--- src/rtl/router_fsm_np.sv ---
// Packet router control FSM: decodes the header address, sequences FIFO writes,
// waits for a busy destination with an optional timeout and discards bad packets.
//
// state              | meaning
// DECODE_ADDRESS     | idle, waiting for a header byte
// LOAD_FIRST_DATA    | header written to the destination FIFO
// WAIT_TILL_EMPTY    | destination FIFO still draining, timeout counter running
// LOAD_DATA          | payload bytes streaming into the FIFO
// LOAD_PARITY        | parity byte being written
// FIFO_FULL_STATE    | destination FIFO full, writes stalled
// LOAD_AFTER_FULL    | byte held during the stall is written
// CHECK_PARITY_ERROR | packet complete, internal registers cleared
// DROP_PACKET        | packet discarded until pkt_valid falls
module router_fsm_np #(
    parameter int NUM_PORTS    = 3,
    parameter int ADDR_W       = 2,
    parameter int WAIT_TIMEOUT = 255
) (
    input  logic                 clock,
    input  logic                 reset,
    input  logic                 pkt_valid,
    input  logic [ADDR_W-1:0]    data_in,
    input  logic                 fifo_full,
    input  logic [NUM_PORTS-1:0] fifo_empty,
    input  logic [NUM_PORTS-1:0] soft_reset,
    input  logic                 parity_done,
    input  logic                 low_packet_valid,
    output logic                 detect_add,
    output logic                 lfd_state,
    output logic                 ld_state,
    output logic                 laf_state,
    output logic                 full_state,
    output logic                 rst_int_reg,
    output logic                 write_enb_reg,
    output logic                 busy,
    output logic                 drop_state,
    output logic [ADDR_W-1:0]    dest_port,
    output logic                 timeout_err
);

    typedef enum logic [3:0] {
        DECODE_ADDRESS     = 4'd0,
        LOAD_FIRST_DATA    = 4'd1,
        WAIT_TILL_EMPTY    = 4'd2,
        LOAD_DATA          = 4'd3,
        LOAD_PARITY        = 4'd4,
        FIFO_FULL_STATE    = 4'd5,
        LOAD_AFTER_FULL    = 4'd6,
        CHECK_PARITY_ERROR = 4'd7,
        DROP_PACKET        = 4'd8
    } state_t;

    localparam int                CNT_W    = (WAIT_TIMEOUT > 0) ? $clog2(WAIT_TIMEOUT + 1) : 1;
    localparam logic [CNT_W-1:0]  CNT_LAST = CNT_W'(WAIT_TIMEOUT - 1);
    localparam logic [CNT_W-1:0]  CNT_MAX  = '1;
    localparam logic [CNT_W-1:0]  CNT_ONE  = CNT_W'(1);
    localparam logic [ADDR_W:0]   PORTS_W  = (ADDR_W + 1)'(NUM_PORTS);

    state_t               state;
    state_t               state_nx;
    logic [CNT_W-1:0]     wait_cnt;
    logic [2**ADDR_W-1:0] empty_map;
    logic [2**ADDR_W-1:0] srst_map;
    logic                 addr_ok;
    logic                 wait_hit;
    logic                 soft_hit;

    // Widen per-port flags to the full address space so any address indexes safely.
    always_comb begin
        empty_map = '0;
        srst_map  = '0;
        for (int i = 0; i < NUM_PORTS; i++) begin
            empty_map[i] = fifo_empty[i];
            srst_map[i]  = soft_reset[i];
        end
    end

    assign addr_ok  = ({1'b0, data_in} < PORTS_W);
    assign wait_hit = (WAIT_TIMEOUT > 0) && (wait_cnt == CNT_LAST);
    assign soft_hit = srst_map[dest_port] &&
                      (state != DECODE_ADDRESS) && (state != DROP_PACKET);

    always_ff @(posedge clock or posedge reset) begin
        if (reset) begin
            state <= DECODE_ADDRESS;
        end else begin
            state <= state_nx;
        end
    end

    always_comb begin
        state_nx = state;
        case (state)
            DECODE_ADDRESS: begin
                if (pkt_valid) begin
                    if (!addr_ok) begin
                        state_nx = DROP_PACKET;
                    end else if (empty_map[data_in]) begin
                        state_nx = LOAD_FIRST_DATA;
                    end else begin
                        state_nx = WAIT_TILL_EMPTY;
                    end
                end
            end
            WAIT_TILL_EMPTY: begin
                if (empty_map[dest_port]) begin
                    state_nx = LOAD_FIRST_DATA;
                end else if (wait_hit) begin
                    state_nx = DROP_PACKET;
                end
            end
            LOAD_FIRST_DATA: state_nx = LOAD_DATA;
            LOAD_DATA: begin
                if (fifo_full) begin
                    state_nx = FIFO_FULL_STATE;
                end else if (!pkt_valid) begin
                    state_nx = LOAD_PARITY;
                end
            end
            LOAD_PARITY: state_nx = CHECK_PARITY_ERROR;
            FIFO_FULL_STATE: begin
                if (!fifo_full) begin
                    state_nx = LOAD_AFTER_FULL;
                end
            end
            LOAD_AFTER_FULL: begin
                if (parity_done) begin
                    state_nx = DECODE_ADDRESS;
                end else if (low_packet_valid) begin
                    state_nx = LOAD_PARITY;
                end else begin
                    state_nx = LOAD_DATA;
                end
            end
            CHECK_PARITY_ERROR: begin
                state_nx = fifo_full ? FIFO_FULL_STATE : DECODE_ADDRESS;
            end
            DROP_PACKET: begin
                if (!pkt_valid) begin
                    state_nx = DECODE_ADDRESS;
                end
            end
            default: state_nx = DECODE_ADDRESS;
        endcase
        if (soft_hit) begin
            state_nx = DECODE_ADDRESS;
        end
    end

    always_ff @(posedge clock or posedge reset) begin
        if (reset) begin
            dest_port <= '0;
        end else if ((state == DECODE_ADDRESS) && pkt_valid) begin
            dest_port <= data_in;
        end
    end

    // Held at zero outside WAIT_TILL_EMPTY, so every entry starts a fresh count.
    always_ff @(posedge clock or posedge reset) begin
        if (reset) begin
            wait_cnt <= '0;
        end else if (state != WAIT_TILL_EMPTY) begin
            wait_cnt <= '0;
        end else if (!empty_map[dest_port] && (wait_cnt != CNT_MAX)) begin
            wait_cnt <= wait_cnt + CNT_ONE;
        end
    end

    // Only a timeout can take WAIT_TILL_EMPTY to DROP_PACKET.
    always_ff @(posedge clock or posedge reset) begin
        if (reset) begin
            timeout_err <= 1'b0;
        end else begin
            timeout_err <= (state == WAIT_TILL_EMPTY) && (state_nx == DROP_PACKET);
        end
    end

    always_comb begin
        detect_add    = 1'b0;
        lfd_state     = 1'b0;
        ld_state      = 1'b0;
        laf_state     = 1'b0;
        full_state    = 1'b0;
        rst_int_reg   = 1'b0;
        write_enb_reg = 1'b0;
        busy          = 1'b0;
        drop_state    = 1'b0;
        case (state)
            DECODE_ADDRESS:  detect_add = 1'b1;
            LOAD_FIRST_DATA: begin
                lfd_state = 1'b1;
                busy      = 1'b1;
            end
            WAIT_TILL_EMPTY: busy = 1'b1;
            LOAD_DATA: begin
                ld_state      = 1'b1;
                write_enb_reg = 1'b1;
            end
            LOAD_PARITY: begin
                write_enb_reg = 1'b1;
                busy          = 1'b1;
            end
            FIFO_FULL_STATE: begin
                full_state = 1'b1;
                busy       = 1'b1;
            end
            LOAD_AFTER_FULL: begin
                laf_state     = 1'b1;
                write_enb_reg = 1'b1;
                busy          = 1'b1;
            end
            CHECK_PARITY_ERROR: begin
                rst_int_reg = 1'b1;
                busy        = 1'b1;
            end
            DROP_PACKET: drop_state = 1'b1;
            default: detect_add = 1'b0;
        endcase
    end

endmodule

--- config.mk ---
export PLATFORM = sky130hd
export DESIGN_NAME = router_fsm_np
export DESIGN_NICKNAME = d
export VERILOG_FILES = /design/src/rtl/router_fsm_np.sv
export SDC_FILE = /design/constraint.sdc
export NUM_CORES = 1
export LEC_CHECK = 0
export ABC_AREA = 1
export CORE_AREA = 3 3 50 61
export DETAILED_ROUTE_END_ITERATION = 6
export DIE_AREA = 0 0 53 64
export PLACE_DENSITY = 0.77
export SETUP_SLACK_MARGIN = 0.1
export SLEW_MARGIN = 10
export SYNTH_ARGS = -nofsm -noshare
export SYNTH_HDL_FRONTEND = slang
export SYNTH_SLANG_ARGS = --single-unit
--- constraint.sdc ---
create_clock -name clock -period 1.53 [get_ports clock]
set_input_delay 0.306 -clock clock [delete_from_list [all_inputs] [get_ports clock]]
set_output_delay 0.306 -clock clock [all_outputs]
set_load 0.01 [all_outputs]
After elaboration in Yosys (flattened, before gate mapping)

Index checks and enable logic that the tools add are counted.

Mux-type cells: 31
Reductions and logical operators: 11
$lt $le $gt $ge: 3
Add/sub/neg operators: 1
Equal/unequal tests: 13

Operators by type and width:

| kind                                                 | count |
|---|---|
| two-way mux 4 bit                                    | 9 |
| one-hot mux 4 bit (9 select lines)                   | 1 |
| equality test 4 x 3 -> 1 bit (second input constant) | 4 |
| two-way mux 8 bit                                    | 2 |
| two-way mux 1 bit                                    | 12 |
| two-way mux 3 bit                                    | 3 |
| adder 8 x 1 -> 8 bit (second input constant)         | 1 |
| equality test 4 x 2 -> 1 bit (second input constant) | 2 |
| equality test 4 bit (second input constant)          | 2 |
| equality test 8 bit (second input constant)          | 1 |
| != test 8 bit (second input constant)                | 1 |
| binary-select mux 1 bit (select 2 bit)               | 3 |
| < comparator 2 x 3 -> 1 bit (second input constant)  | 2 |
| OR reduction 6 bit                                   | 1 |
| logical AND 1 bit                                    | 5 |
| equality test 4 x 1 -> 1 bit (second input constant) | 1 |
| zero test 4 bit                                      | 1 |
| != test 4 x 2 -> 1 bit (second input constant)       | 1 |
| != test 4 bit (second input constant)                | 1 |
| nonzero test 4 bit                                   | 1 |
| OR reduction 3 bit                                   | 1 |
| < comparator 2 bit (second input constant)           | 1 |
| two-way mux 2 bit                                    | 1 |
| nonzero test 2 bit                                   | 1 |
| zero test 1 bit                                      | 1 |

Bits in registers: 15
Word-level logic and storage cells: 63
Output and inout port bits: 12
Input port bits: 14

Longest topological paths before layout

Gate-level depths: netlist of run 1.

Word-level depth: 9
Gate-level depth with buffers: 9
Depth with buffers taken out: 9

Worst setup path before layout of run 1

Ideal clock, no wire load.

Path kind: reg-to-reg
Start point: reg wait_cnt[0]
End point: reg wait_cnt[2]
Slack: 212 ps
Setup time: 119 ps
Data required time: 1,411 ps
Arrival: 1,199 ps
Stages on the path, launching flop included: 8
Path through: dfrtp_1 ha_1 nand2_1 nor2_4 nor2_4 nand3_1 nand2_1 nor2_1

Cells in the longest elaborated chain, start to end: 3
Elaborated cells on any way between the ends: 6

RTL lines:

| item                                                           | line     | source |
|---|---|---|
| from (decl)                                                    | 61       | `logic [CNT_W-1:0] wait_cnt;` |
| from (signal assigned)                                         | 165      | `wait_cnt <= wait_cnt + CNT_ONE;` |
| adder 8 x 1 -> 8 bit / != test 8 bit (equally long branches)   | 165, 164 |  |
| two-way mux 8 bit / logical AND 1 bit (equally long branches)  | 164      | `end else if (!empty_map[dest_port] && (wait_cnt != CNT_MAX)) begin` |
| two-way mux 8 bit / nonzero test 2 bit (equally long branches) | n/a      |  |

Several ways; a longest one is shown, not always the timed one. The select of a mux whose other input is x is not followed.
A chain may end at the register's enable or synchronous reset.

Final worst setup path of run 1

Start point: reg state[3]
End point: out write_enb_reg

Cells in the longest elaborated chain, start to end: 3
Elaborated cells on any way between the ends: 5

RTL lines:

| item                                                                                | line | source |
|---|---|---|
| from (decl)                                                                         | 59   | `state_t state;` |
| from (signal assigned)                                                              | 87   | `state <= state_nx;` |
| equality test 4 x 3 -> 1 bit / equality test 4 x 2 -> 1 bit (equally long branches) | 188  | `case (state)` |
| OR reduction 3 bit (no line) (*)                                                    | n/a  |  |
| two-way mux 1 bit (*)                                                               | 188  |  |
| to (decl)                                                                           | 34   | `output logic write_enb_reg,` |

Every way passes the cells marked *; elsewhere a longest branch is shown, timed or not.

==> impl_metrics.tcl, run 1 <==
set metrics [dict create \
    status "finished with violations" \
    violations "setup timing" \
    insertion_delay_ns 0.29 \
    maxSlewHeadroom 0.776 \
    initial_utilization 0.487 \
    fp.dieW_um 53 \
    ios 26 \
    synth_area_um2 1230 \
    syn_inst 181 \
    critPathCaptureType "output pin" \
    grt_max_degree 16 \
    gp_congestion 0.838 \
    p_seq_frac 0.186 \
    synth_top_cell_by_area "dfrtp_1" \
    core-area_um2 2530 \
    totalWireLength_um 4610 \
    fmax_mhz 585 \
    switching_share 0.470 \
    antenna_found_initial 0 \
    tightest_slew_ns 0.335 \
    rows 20 \
    cts_htree_levels 1 \
    min_period_ns 1.71 \
    port_buffers 25 \
    syn_nets 197 \
    cts_tree "done" \
    switchingPower_mw 1.42 \
    chipHeight_um 64 \
    slew_viol_final 0 \
    fill_cells 158 \
    fin_ws_ns -0.179 \
    internal_power_mw 1.60 \
    start_kind "flip-flop" \
    grt_pass1_wl_um 6000 \
    wl_per_cell_um 16.0 \
    drv_cap 0 \
    ys.flop_type "dfrtp_1" \
    rsz0062_at_grt "yes" \
    finalSetupViolCount 9 \
    die_area_um2 3390 \
    fin_worst_skew_ns 0.00563 \
    drt-pass1-iter-count 4 \
    ir_drop_mv 0.929 \
    clockPowerShare 0.076 \
    hold_viol 0 \
    avgSynthCellArea_um2 6.80 \
    ys_top_cells_by_count "nand2_1 (44), inv_1 (24), nor2_1 (23), nand3_1 (21), dfrtp_1 (15)" \
    place_hpwl_um 2470 \
    grt_pass1_vias 1451 \
    cts_buffer_depth 2 \
    cp_max_fo 3 \
    worst_ep_required_time_ns 1.22 \
    postCtsHoldBufs 0 \
    ys_top_cells_by_area "dfrtp_1 (31%), nand2_1 (13%), nand3_1 (8.5%), inv_1 (7.3%), nor2_1 (7.0%)" \
    pre_cts_slack_ns -0.189 \
    via_per_inst 5.29 \
    path_clk_slew_ns 0.09 \
    synthArstFlopShare 1.00 \
    hold_class "in -> async" \
    vias 1523 \
    worstPathArrival_ns 1.40 \
    grtUsageTotal 0.235 \
    ys_ff_latch 15 \
    comb_power_share 0.738 \
    drive_gt1_frac 0.420 \
    fin_crit_sh 1.12 \
    finish.utilization 0.800 \
    yosys_warnings 0 \
    synth_edf_count 0 \
    final-seq-area_um2 377 \
    cts_num_sinks 15 \
    diodes 0 \
    criticalPathCategory "reg -> out" \
    yosysSeqAreaShare 0.305 \
    numCtsBuffers 3 \
    fin_nets 272 \
    drcViolationCount 0 \
    synth_top_area_share 0.305 \
    multi_input_area_um2 832 \
    area_growth_pct 64.4 \
    leakage_nw 1.08 \
    holdWs_ns 0.375 \
    ant_nets 0 \
    drt_iter0_markers 57 \
    finalPower_mw 3.02 \
    clock-root-buffer "clkbuf_4" \
    grt_overflow 0 \
    ys_types 29 \
    yosys.cell_count.top_type "nand2_1" \
    p_per_area_nw_per_um2 1500 \
]
-- metal layers --
layer | vias to the layer above | global-route usage | routed length (µm)
li1 | 716 | - | -
met1 | 744 | 0.240 | 1720
met2 | 45 | 0.444 | 2560
met3 | 18 | 0.0350 | 122
met4 | 0 | 0.105 | 210
met5 | - | 0 | 0
-- registers in the layout, indices dropped and copies added, names as in the netlist --
signal,count
wait_cnt,8
state,4
dest_port,2
timeout_err,1
-- layout by cell type (no fill, tap or decap), types with 3 or more instances in the layout --
master	n
buf_2	4
inv_1	21
nand2_2	8
o21ai_1	3
nand2_1	38
dlygate4sd2_1	3
nor2_4	10
nor2_2	3
nor2_1	18
buf_6	18
inv_2	7
dfrtp_1	14
nand2_4	6
nand4_1	5
clkbuf_4	3
buf_4	33
nand3_2	4
nand3_1	19
clkdlybuf4s50_1	13
-- cell type report --
cell class / count / share of cell area
Multi-Input combinational cell: 135 / 0.412
Timing Repair Buffer: 71 / 0.310
Sequential cell: 15 / 0.186
Inverter: 30 / 0.0582
Tap cell: 33 / 0.0204
Clock buffer: 3 / 0.0111
Clock inverter: 1 / 0.00248
-- stage by stage --
step	instances	cell area, µm²	setup TNS [ns]
after floorplan	181	1230	0
after global placement	262	1690	-1.35
after detailed placement	262	1690	-1.81
after CTS	285	1860	-0.520
after global routing	288	2020	-1.34
final	288	2020	-0.712
-- power groups by stage --
stage | sequential (mW) | clock [mW] | combinational (mW)
finish | 0.562 | 0.230 | 2.23
global route | 0.574 | 0.251 | 2.37
CTS | 0.540 | 0.232 | 1.87
detailed placement | 0.587 | 0 | 1.53
global placement | 0.582 | 0 | 1.50
floorplan | 0.578 | 0 | 0.850
-- what timing repair did --
action                     CTS  global route
resized for setup           55            38
gates cloned                 1             0
setup endpoints to repair   20            23
pin swaps                   12            25
buffers inserted            18             6
-- worst max-delay path, cell delays in order (launching register included) --
cell and delay, ns:
dfrtp_1 0.41, inv_2 0.10, buf_6 0.11, nand2_4 0.05, nor2_4 0.12, inv_2 0.06
o21ai_1 0.10, buf_2 0.16
-- path summary, 6_finish.rpt --
| check | from | to | slack [ns] | cells after the start |
|---|---|---|---|---|
| min in group clock | wait_cnt[0] | wait_cnt[0] | 0.58 | 2 |
| min | reset | timeout_err | 0.38 | 3 |
| min reg2reg | wait_cnt[0] | wait_cnt[0] | 0.58 | 2 |
| max reg2reg | state[3] | state[2] | -0.03 | 11 |
| max | state[3] | write_enb_reg | -0.18 | 7 |
| max in group asynchronous | reset | state[1] | 0.97 | 3 |
-- kinds of logic (layout without fill, tap and decap cells) --
logic type	Yosys count	in the layout	share of synthesized area
AND/OR/NAND/NOR	117	118	0.479
XOR/XNOR	3	3	0.0214
flip-flops	15	15	0.305
adder cells (fa/ha/maj)	2	2	0.0203
buffers and inverters	32	105	0.113
AO/OA/AOI/OAI	12	12	0.0610
(Power assumes the default switching activity.)
==> run 2: changes to the inputs <==
--- a/config.mk
+++ b/config.mk
@@ -9,8 +9,7 @@
 export CORE_AREA = 3 3 50 61
 export DETAILED_ROUTE_END_ITERATION = 6
 export DIE_AREA = 0 0 53 64
-export PLACE_DENSITY = 0.77
-export SETUP_SLACK_MARGIN = 0.1
+export PLACE_DENSITY = 0.85
 export SLEW_MARGIN = 10
 export SYNTH_ARGS = -nofsm -noshare
 export SYNTH_HDL_FRONTEND = slang
==> impl_metrics.tcl, run 2 (synthesized netlist as in run 1, its figures left out) <==
set metrics [dict create \
    cp_top_family "flip-flops" \
    final_common_cell "nand2_1" \
    leakage_nw 1.06 \
    worstPathArrival_ns 1.30 \
    start_kind "flip-flop" \
    rsz0062_at_grt "yes" \
    fin_ws_ns -0.0725 \
    path_clk_slew_ns 0.09 \
    slew_viol_final 0 \
    drt_iter0_markers 39 \
    antenna_found_initial 0 \
    critPathCaptureType "output pin" \
    r2r_slack_ns 0.03 \
    core-area_um2 2530 \
    initial_utilization 0.487 \
    insertion_delay_ns 0.28 \
    fill_cells 186 \
    switching_share 0.446 \
    port_buffers 25 \
    p_per_area_nw_per_um2 1490 \
    numCtsBuffers 3 \
    critPathBufInv 2 \
    grt_max_degree 16 \
    grtUsageTotal 0.230 \
    grt_overflow 0 \
    rows 20 \
    cp_max_fo 3 \
    cts_htree_levels 1 \
    diodes 0 \
    finish.utilization 0.759 \
    cp.depth 5 \
    clock-root-buffer "clkbuf_4" \
    fin_nets 269 \
    postCtsHoldBufs 0 \
    drcViolationCount 0 \
    via_per_inst 5.11 \
    status "finished with violations" \
    cts_num_sinks 15 \
    place_hpwl_um 2510 \
    finalSetupViolCount 6 \
    chipHeight_um 64 \
    drv_cap 0 \
    drive_gt1_frac 0.377 \
    grt_pass1_wl_um 5960 \
    drt-pass1-iter-count 4 \
    hold_class "in -> async" \
    fin_worst_skew_ns 0.000350 \
    fp.dieW_um 53 \
    fmax_mhz 624 \
    grt_pass1_vias 1420 \
    internal_power_mw 1.58 \
    criticalPathCategory "reg -> out" \
    regToRegEndpoint "state[1]" \
    timing.rr.start "state[0]" \
    mostFrequentLayoutCells "nand2_1 (41), buf_4 (38), inv_1 (23)" \
    p_seq_frac 0.193 \
    ios 26 \
    finalPower_mw 2.85 \
    min_period_ns 1.60 \
    cts_tree "done" \
    area_growth_pct 56.1 \
    cts_buffer_depth 2 \
    vias 1456 \
    totalWireLength_um 3680 \
    hold_viol 0 \
    crit_chain "buf_4 -> nor2_4 -> nand2_4 -> nor2_4 -> buf_6" \
    crit_top_cell "nor2_4" \
    slowest_stage "dfrtp_1" \
    gp_congestion 0.830 \
    fin_crit_sh 1.05 \
    clockPowerShare 0.078 \
    violations "setup timing" \
    die_area_um2 3390 \
    largest-register "wait_cnt" \
    wl_per_cell_um 12.9 \
    worst_ep_required_time_ns 1.22 \
    comb_power_share 0.728 \
    switchingPower_mw 1.27 \
    largest_registers "wait_cnt: 8 flops, state: 4 flops, dest_port: 2 flops" \
    r2r_cells 10 \
    ant_nets 0 \
    crit_path_max_incr_delay_ns 0.42 \
    tightest_slew_ns 0.238 \
    maxSlewHeadroom 0.841 \
    ir_drop_mv 0.908 \
    largest_reg_flops 8 \
]
[run 2: changes by cell type in the layout (fill, tap and decap cells not counted), sizes merged]
cell	previous run	this run
dlygate4sd2	3	1
buf	55	52
dlymetal6s2s	0	1
clkdlybuf4s50	13	14
[run 2: per-stage QoR]
| stage | setup slack [ns] | hold WS [ns] | TNS [ns] | std cells | area (µm²) |
|---|---|---|---|---|---|
| CTS | -0.0721 | 0.321 | -0.165 | 278 | 1830 |
| detailed placement | -0.164 | 0.552 | -2.05 | 264 | 1700 |
| global route | -0.133 | 0.346 | -0.887 | 285 | 1920 |
| finish | -0.0725 | 0.318 | -0.269 | 285 | 1920 |
| global placement | -0.139 | 0.542 | -1.41 | 264 | 1700 |
| floorplan | 0.212 | 0.207 | 0 | 181 | 1230 |
[run 2: area by class of cell]
type                    count  area [µm²]  area share
clock inverters             1        5.00     0.00261
well taps                  33        41.3      0.0215
inverters                  30         123      0.0639
repair buffers             68         573       0.299
clock buffers               3        22.5      0.0117
flip-flops and latches     15         375       0.196
multi-input cells         135         779       0.406
[run 2: timing repair]
| action | in CTS | in global routing |
|---|---|---|
| endpoints found under the setup margin | 11 | 18 |
| pin swaps | 1 | 6 |
| resized for setup | 55 | 11 |
| buffers inserted | 10 | 6 |
| gates cloned | 0 | 1 |
[run 2: tightest hold or removal path, delay by kind of cell]
| kind | cells | cell delay, ns |
|---|---|---|
| buf+inv | 3 | 0.67 |
[run 2: power groups by stage]
stage                     clock, mW  sequential, mW  combinational [mW]
after floorplan                   0           0.578               0.850
after global placement            0           0.573                1.53
after detailed placement          0           0.575                1.57
after CTS                     0.233           0.542                1.81
after global routing          0.249           0.561                2.26
final                         0.224           0.552                2.08
[run 2: worst max-delay path by stage]
stage / from / to / slack, ns
after floorplan: wait_cnt[0] / wait_cnt[2] / 0.21
after global placement: state[1] / busy / -0.14
after detailed placement: state[2] / write_enb_reg / -0.16
after CTS: state[1] / drop_state / -0.07
after global routing: state[1] / busy / -0.13
final: state[0] / detect_add / -0.07
[run 2: per-layer routing]
metal  track usage  share of wire  vias up
met1         0.229           0.37      696
met3        0.0373          0.028       14
met4        0.0863          0.034        0
li1              -              -      717
met2         0.447           0.56       29
met5             0              0        -
==> run 3: changes to the inputs <==
--- a/config.mk
+++ b/config.mk
@@ -10,7 +10,7 @@
 export DETAILED_ROUTE_END_ITERATION = 6
 export DIE_AREA = 0 0 53 64
 export PLACE_DENSITY = 0.85
-export SLEW_MARGIN = 10
+export SLEW_MARGIN = 20
 export SYNTH_ARGS = -nofsm -noshare
 export SYNTH_HDL_FRONTEND = slang
 export SYNTH_SLANG_ARGS = --single-unit
==> results of run 3 <==
Final layout, timing and power as in run 2 (identical DEF).
==> patch 1: new RTL, settings of run 3 <==
Register the output `timeout_err` once more, cleared by the reset; this adds one clock of latency there. The other outputs are not delayed to match.
--- a/src/rtl/router_fsm_np.sv
+++ b/src/rtl/router_fsm_np.sv
@@ -56,6 +56,8 @@
     localparam logic [CNT_W-1:0]  CNT_ONE  = CNT_W'(1);
     localparam logic [ADDR_W:0]   PORTS_W  = (ADDR_W + 1)'(NUM_PORTS);
 
+    logic timeout_err_s0;
+
     state_t               state;
     state_t               state_nx;
     logic [CNT_W-1:0]     wait_cnt;
@@ -169,9 +171,9 @@
     // Only a timeout can take WAIT_TILL_EMPTY to DROP_PACKET.
     always_ff @(posedge clock or posedge reset) begin
         if (reset) begin
-            timeout_err <= 1'b0;
+            timeout_err_s0 <= 1'b0;
         end else begin
-            timeout_err <= (state == WAIT_TILL_EMPTY) && (state_nx == DROP_PACKET);
+            timeout_err_s0 <= (state == WAIT_TILL_EMPTY) && (state_nx == DROP_PACKET);
         end
     end
 
@@ -218,5 +220,13 @@
         endcase
     end
 
+    always_ff @(posedge clock or posedge reset) begin
+        if (reset) begin
+            timeout_err <= '0;
+        end else begin
+            timeout_err <= timeout_err_s0;
+        end
+    end
+
 endmodule
 
Function: same outputs for any inputs over 10 cycles, from zero or initial values and one cycle with reset high; that may be too few to reach the edited logic, so the function may still have changed.
==> patch 1 against run 3 <==
- critical path depth is the same
- largest power group unchanged
- non-clock buffer count grew 6
- highest routed layer unchanged
- global-route usage shrank 1.2 points
- via count grew 2.4%
- final area grew 0.39%
- the run still ends with negative setup slack left
- core utilization grew 0.30 points
- wire length grew 4.2%
- worst setup slack lost 18 ps
- total power grew 8.6%
- synthesized cell count shrank 0.55%
- sequential cell count grew 1
- area after synthesis shrank 2.7%
==> patch 1: results (changes against run 3) <==
- Final clock-cell share: 1.17% (-0.27 points)
- Slowest-stage cell, CP: dfrtp_2
- Post-DR wirelength/cell: 13.3 um (+2.7%)
- Largest net degree at the start of global routing: 17 (+1)
- Status: finished, violations left
- Synthesized instance count: 180 (-0.55%)
- Layout cells sized above 1: 37.9% (+0.19 points)
- PnR worst setup slack: -90.3 ps (-17.9 ps)
- Sequential cell area: 403 sq um (+7.3%)
- DR vias: 1491 (+2.4%)
- Vias per cell: 5.16 (+0.99%)
- P_leak: 1.08 nW (+1.1%)
- Final nets: 274 (+1.9%)
- Synth top area cells: dfrtp_1, nand2_1, nand3_1, inv_1, nor2_1
- Non-clk invs: 31 (+3.3%)
- Worst-margin pin slew: 288 ps (+50.1 ps)
- Multi-input combinational area share: 38.6% (-2.0 points)
- Multi-input gates: 132 (-2.2%)
- Post-DP HPWL: 2470 um (-1.4%)
- Max VDD drop: 1.33 mV (+46%)
- Final Skew: 5.53 ps (+5.18 ps)
- Endpoints failing setup: 7 (+1)
- Violation count after the first detailed-route iteration: 62 (+59%)
- Vias in the first global route: 1319 (-7.1%)
- Failing checks: negative setup slack
- Placer Congestion: 0.837 (+0.92%)
- Cell variety after synth: 27 (-6.9%)
- Synth Area in XOR/XNOR: 2.20% (+0.060 points)
- Area fraction in compound gates after synthesis: 7.01% (+0.90 points)
- Fillers: 169 (-9.1%)
- Placed Instances: 267 (+1.1%)
- Seq/Total Area, Yosys: 33.5% (+3.0 points)
- Global-route wire length before repair: 5600 um (-6.1%)
- Crit path largest cell delay: 450 ps (+30 ps)
- Flip-flop and latch count: 16 (+1)
-- patch 1: path summary, 6_finish.rpt --
path | slack [ps] | startpoint | end | cells after the start
max | -90 | state[1]$_DFF_PP0_ | drop_state | 5
min | 310 | reset | state[1]$_DFF_PP0_ | 3
max reg2reg | 0 | state[0]$_DFF_PP0_ | state[1]$_DFF_PP0_ | 9
min reg2reg | 370 | timeout_err_s0$_DFF_PP0_ | timeout_err$_DFF_PP0_ | 0
max in group asynchronous | 1010 | reset | state[0]$_DFF_PP0_ | 3
min in group clock | 370 | timeout_err_s0$_DFF_PP0_ | timeout_err$_DFF_PP0_ | 0
-- patch 1: timing repair --
action | 4_1_cts | 5_1_grt
buffers inserted | 12 | 7
endpoints found under the hold margin | 0 | 0
pin swaps | 3 | 8
resized for setup | 49 | 18
cloned | 0 | 1
endpoints found under the setup margin | 11 | 23
-- patch 1: metrics by stage --
stage	setup slack [ps]	cell area, sq um	util (%)	total power, mW
floorplan	237	1200	-	1.48
global placement	-148	1710	67.6	2.29
detailed placement	-193	1710	67.6	2.34
CTS	-48.7	1820	72.1	2.77
global route	-146	1930	76.2	3.30
finish	-90.3	1930	76.2	3.10
-- patch 1: power by group through the flow --
| stage | combinational, mW | clock, mW | sequential [mW] |
|---|---|---|---|
| after global routing | 2.44 | 0.254 | 0.609 |
| after global placement | 1.66 | 0 | 0.629 |
| final | 2.27 | 0.232 | 0.598 |
| after floorplan | 0.870 | 0 | 0.610 |
| after CTS | 1.96 | 0.224 | 0.587 |
| after detailed placement | 1.71 | 0 | 0.631 |
-- patch 1: metal layers --
layer	GRT usage, %	routed length, um
met5	0	0
met4	9.58	140
met3	3.50	166
met2	37.6	2000
met1	25.5	1530
-- patch 1: tightest hold or removal path, delay by kind of cell --
kind                   cells  cell delay, ps
buffers and inverters      3             680
==> patch 2: new RTL, config.mk and constraints of run 3 <==
Made on the original files. Set the parameter `WAIT_TIMEOUT` to 510 (it was 255).
--- a/src/rtl/router_fsm_np.sv
+++ b/src/rtl/router_fsm_np.sv
@@ -14,7 +14,7 @@
 module router_fsm_np #(
     parameter int NUM_PORTS    = 3,
     parameter int ADDR_W       = 2,
-    parameter int WAIT_TIMEOUT = 255
+    parameter int WAIT_TIMEOUT = 510
 ) (
     input  logic                 clock,
     input  logic                 reset,
Check against the original RTL: no difference found for any inputs over 10 cycles, from zero or initial values and one cycle with reset high; that may be too few to reach the edited logic, so the function may still have changed.
==> patch 2 against run 3 <==
- the run still ends with negative setup slack left
- wire length rose by 51%
- total power up 29%
- hold slack gained 9.9 ps
- clock skew increased by 3.6 ps
- final cell count increased by 2.5%
- final area rose by 9.3%
- area after synthesis shrank 1.1%
- sequential cell count increased by 1
- core utilization grew 7.1 points
- via count is 22% higher
- worst setup slack worse by 210 ps
- clock power up 34%
==> patch 2: results (changes against run 3) <==
- Global-route wire length before repair: 6580 um (+10%)
- Final Skew: 3.92 ps (+3.57 ps)
- Area fraction in compound gates after synthesis: 9.05% (+2.9 points)
- Violation count after the first detailed-route iteration: 152 (+290%)
- Biggest regs: wait_cnt (9), state (4), dest_port (2)
- Final nets: 277 (+3.0%)
- Synth Area in XOR/XNOR: 1.44% (-0.70 points)
- Tot GR Track Use: 25.5% (+2.5 points)
- Largest net degree at the start of global routing: 17 (+1)
- Worst slew margin: 72.2% (-12 points)
- DP Worst Slack: -116 ps (+47.7 ps)
- Syn Nets: 201 (+2.0%)
- Max VDD drop: 1.50 mV (+65%)
- Status: finished, violations left
- Fillers: 123 (-34%)
- PnR worst setup slack: -285 ps (-213 ps)
- Vias per cell: 6.10 (+19%)
- Vias in the first global route: 1523 (+7.3%)
- Placer Congestion: 0.916 (+10%)
- Worst skew pair latency: 300 ps (+20 ps)
- Seq/Total Area, Yosys: 32.9% (+2.4 points)
- Synth top area cells: dfrtp_1, nand2_1, inv_1, nand3_1, nor2_1
- Commonest cells in the synthesized netlist: nand2_1, inv_1, nor2_1, nand3_1, dfrtp_1
- Endpoints failing setup: 23 (+17)
- Layout cells sized above 1: 44.4% (+6.7 points)
- Drt pass-1 iters: 5 (+1)
- Crit-path max FO: 4 (+1)
- Failing checks: negative setup slack
patch 2: critical path: stages (launching register included):
cell and delay, ps:
dfrtp_2 470, buf_4 160, nor2_4 160, nand2_2 110, nor2_2 160, buf_2 150
patch 2: stage by stage:
stage | setup TNS, ps | instances | utilization (%) | hold WS, ps | instance area [sq um]
floorplan | 0 | 184 | - | 220 | 1220
global placement | -765 | 262 | 66.2 | 511 | 1670
detailed placement | -1110 | 262 | 66.2 | 529 | 1670
CTS | -429 | 277 | 73.7 | 319 | 1860
global route | -3310 | 292 | 83.0 | 348 | 2100
finish | -2680 | 292 | 83.0 | 328 | 2100
patch 2: final cells by class:
| type | count | area share [%] |
|---|---|---|
| flip-flops and latches | 16 | 19.3 |
| well taps | 33 | 1.97 |
| clock buffers | 4 | 1.73 |
| repair buffers | 72 | 30.7 |
| multi-input cells | 134 | 40.0 |
| inverters | 33 | 6.38 |
patch 2: cell families after synthesis:
| logic type | after synthesis |
|---|---|
| buffers and inverters | 34 |
| AOI/OAI and AO/OA | 18 |
| adders and majority gates | 3 |
| and+or+nand+nor | 111 |
| xor gates and xnor gates | 2 |
| DFF | 16 |
patch 2: path summary, 6_finish.rpt:
kind | start | to | slack, ps | cells after the start
worst min-delay path | reset | wait_cnt[1]$_DFFE_PP0P_ | 330 | 3
min in group clock | wait_cnt[7]$_DFFE_PP0P_ | wait_cnt[7]$_DFFE_PP0P_ | 600 | 2
worst max-delay path | state[1]$_DFF_PP0_ | drop_state | -290 | 5
max in group asynchronous | reset | state[0]$_DFF_PP0_ | 990 | 3
worst min register to register | wait_cnt[7]$_DFFE_PP0P_ | wait_cnt[7]$_DFFE_PP0P_ | 600 | 2
worst max register to register | state[1]$_DFF_PP0_ | state[3]$_DFF_PP0_ | -170 | 10
patch 2: timing repair:
action	in CTS	in global routing
pin swaps	13	15
resized for setup	72	35
hold endpoints to repair	0	0
setup buffers	11	15
setup endpoints to repair	17	22
hold buffers	0	0
patch 2: metal layers:
metal  share of wire [%]  wire length (um)  GRT usage, %  vias up
li1                    -                 -             -      738
met1                  34              1880          30.8      809
met2                  47              2630          40.7      173
met3                  10               560          3.73       62
met4                 8.5               470          16.6        0
met5                   0                 0             0        -
patch 2: power by group:
group	total, mW	internal, mW	switching [mW]	leakage (nW)
sequential	0.636	0.515	0.120	0.212
clock	0.301	0.145	0.155	0.0210
combinational	2.74	1.25	1.48	0.848
total	3.67	1.92	1.76	1.08
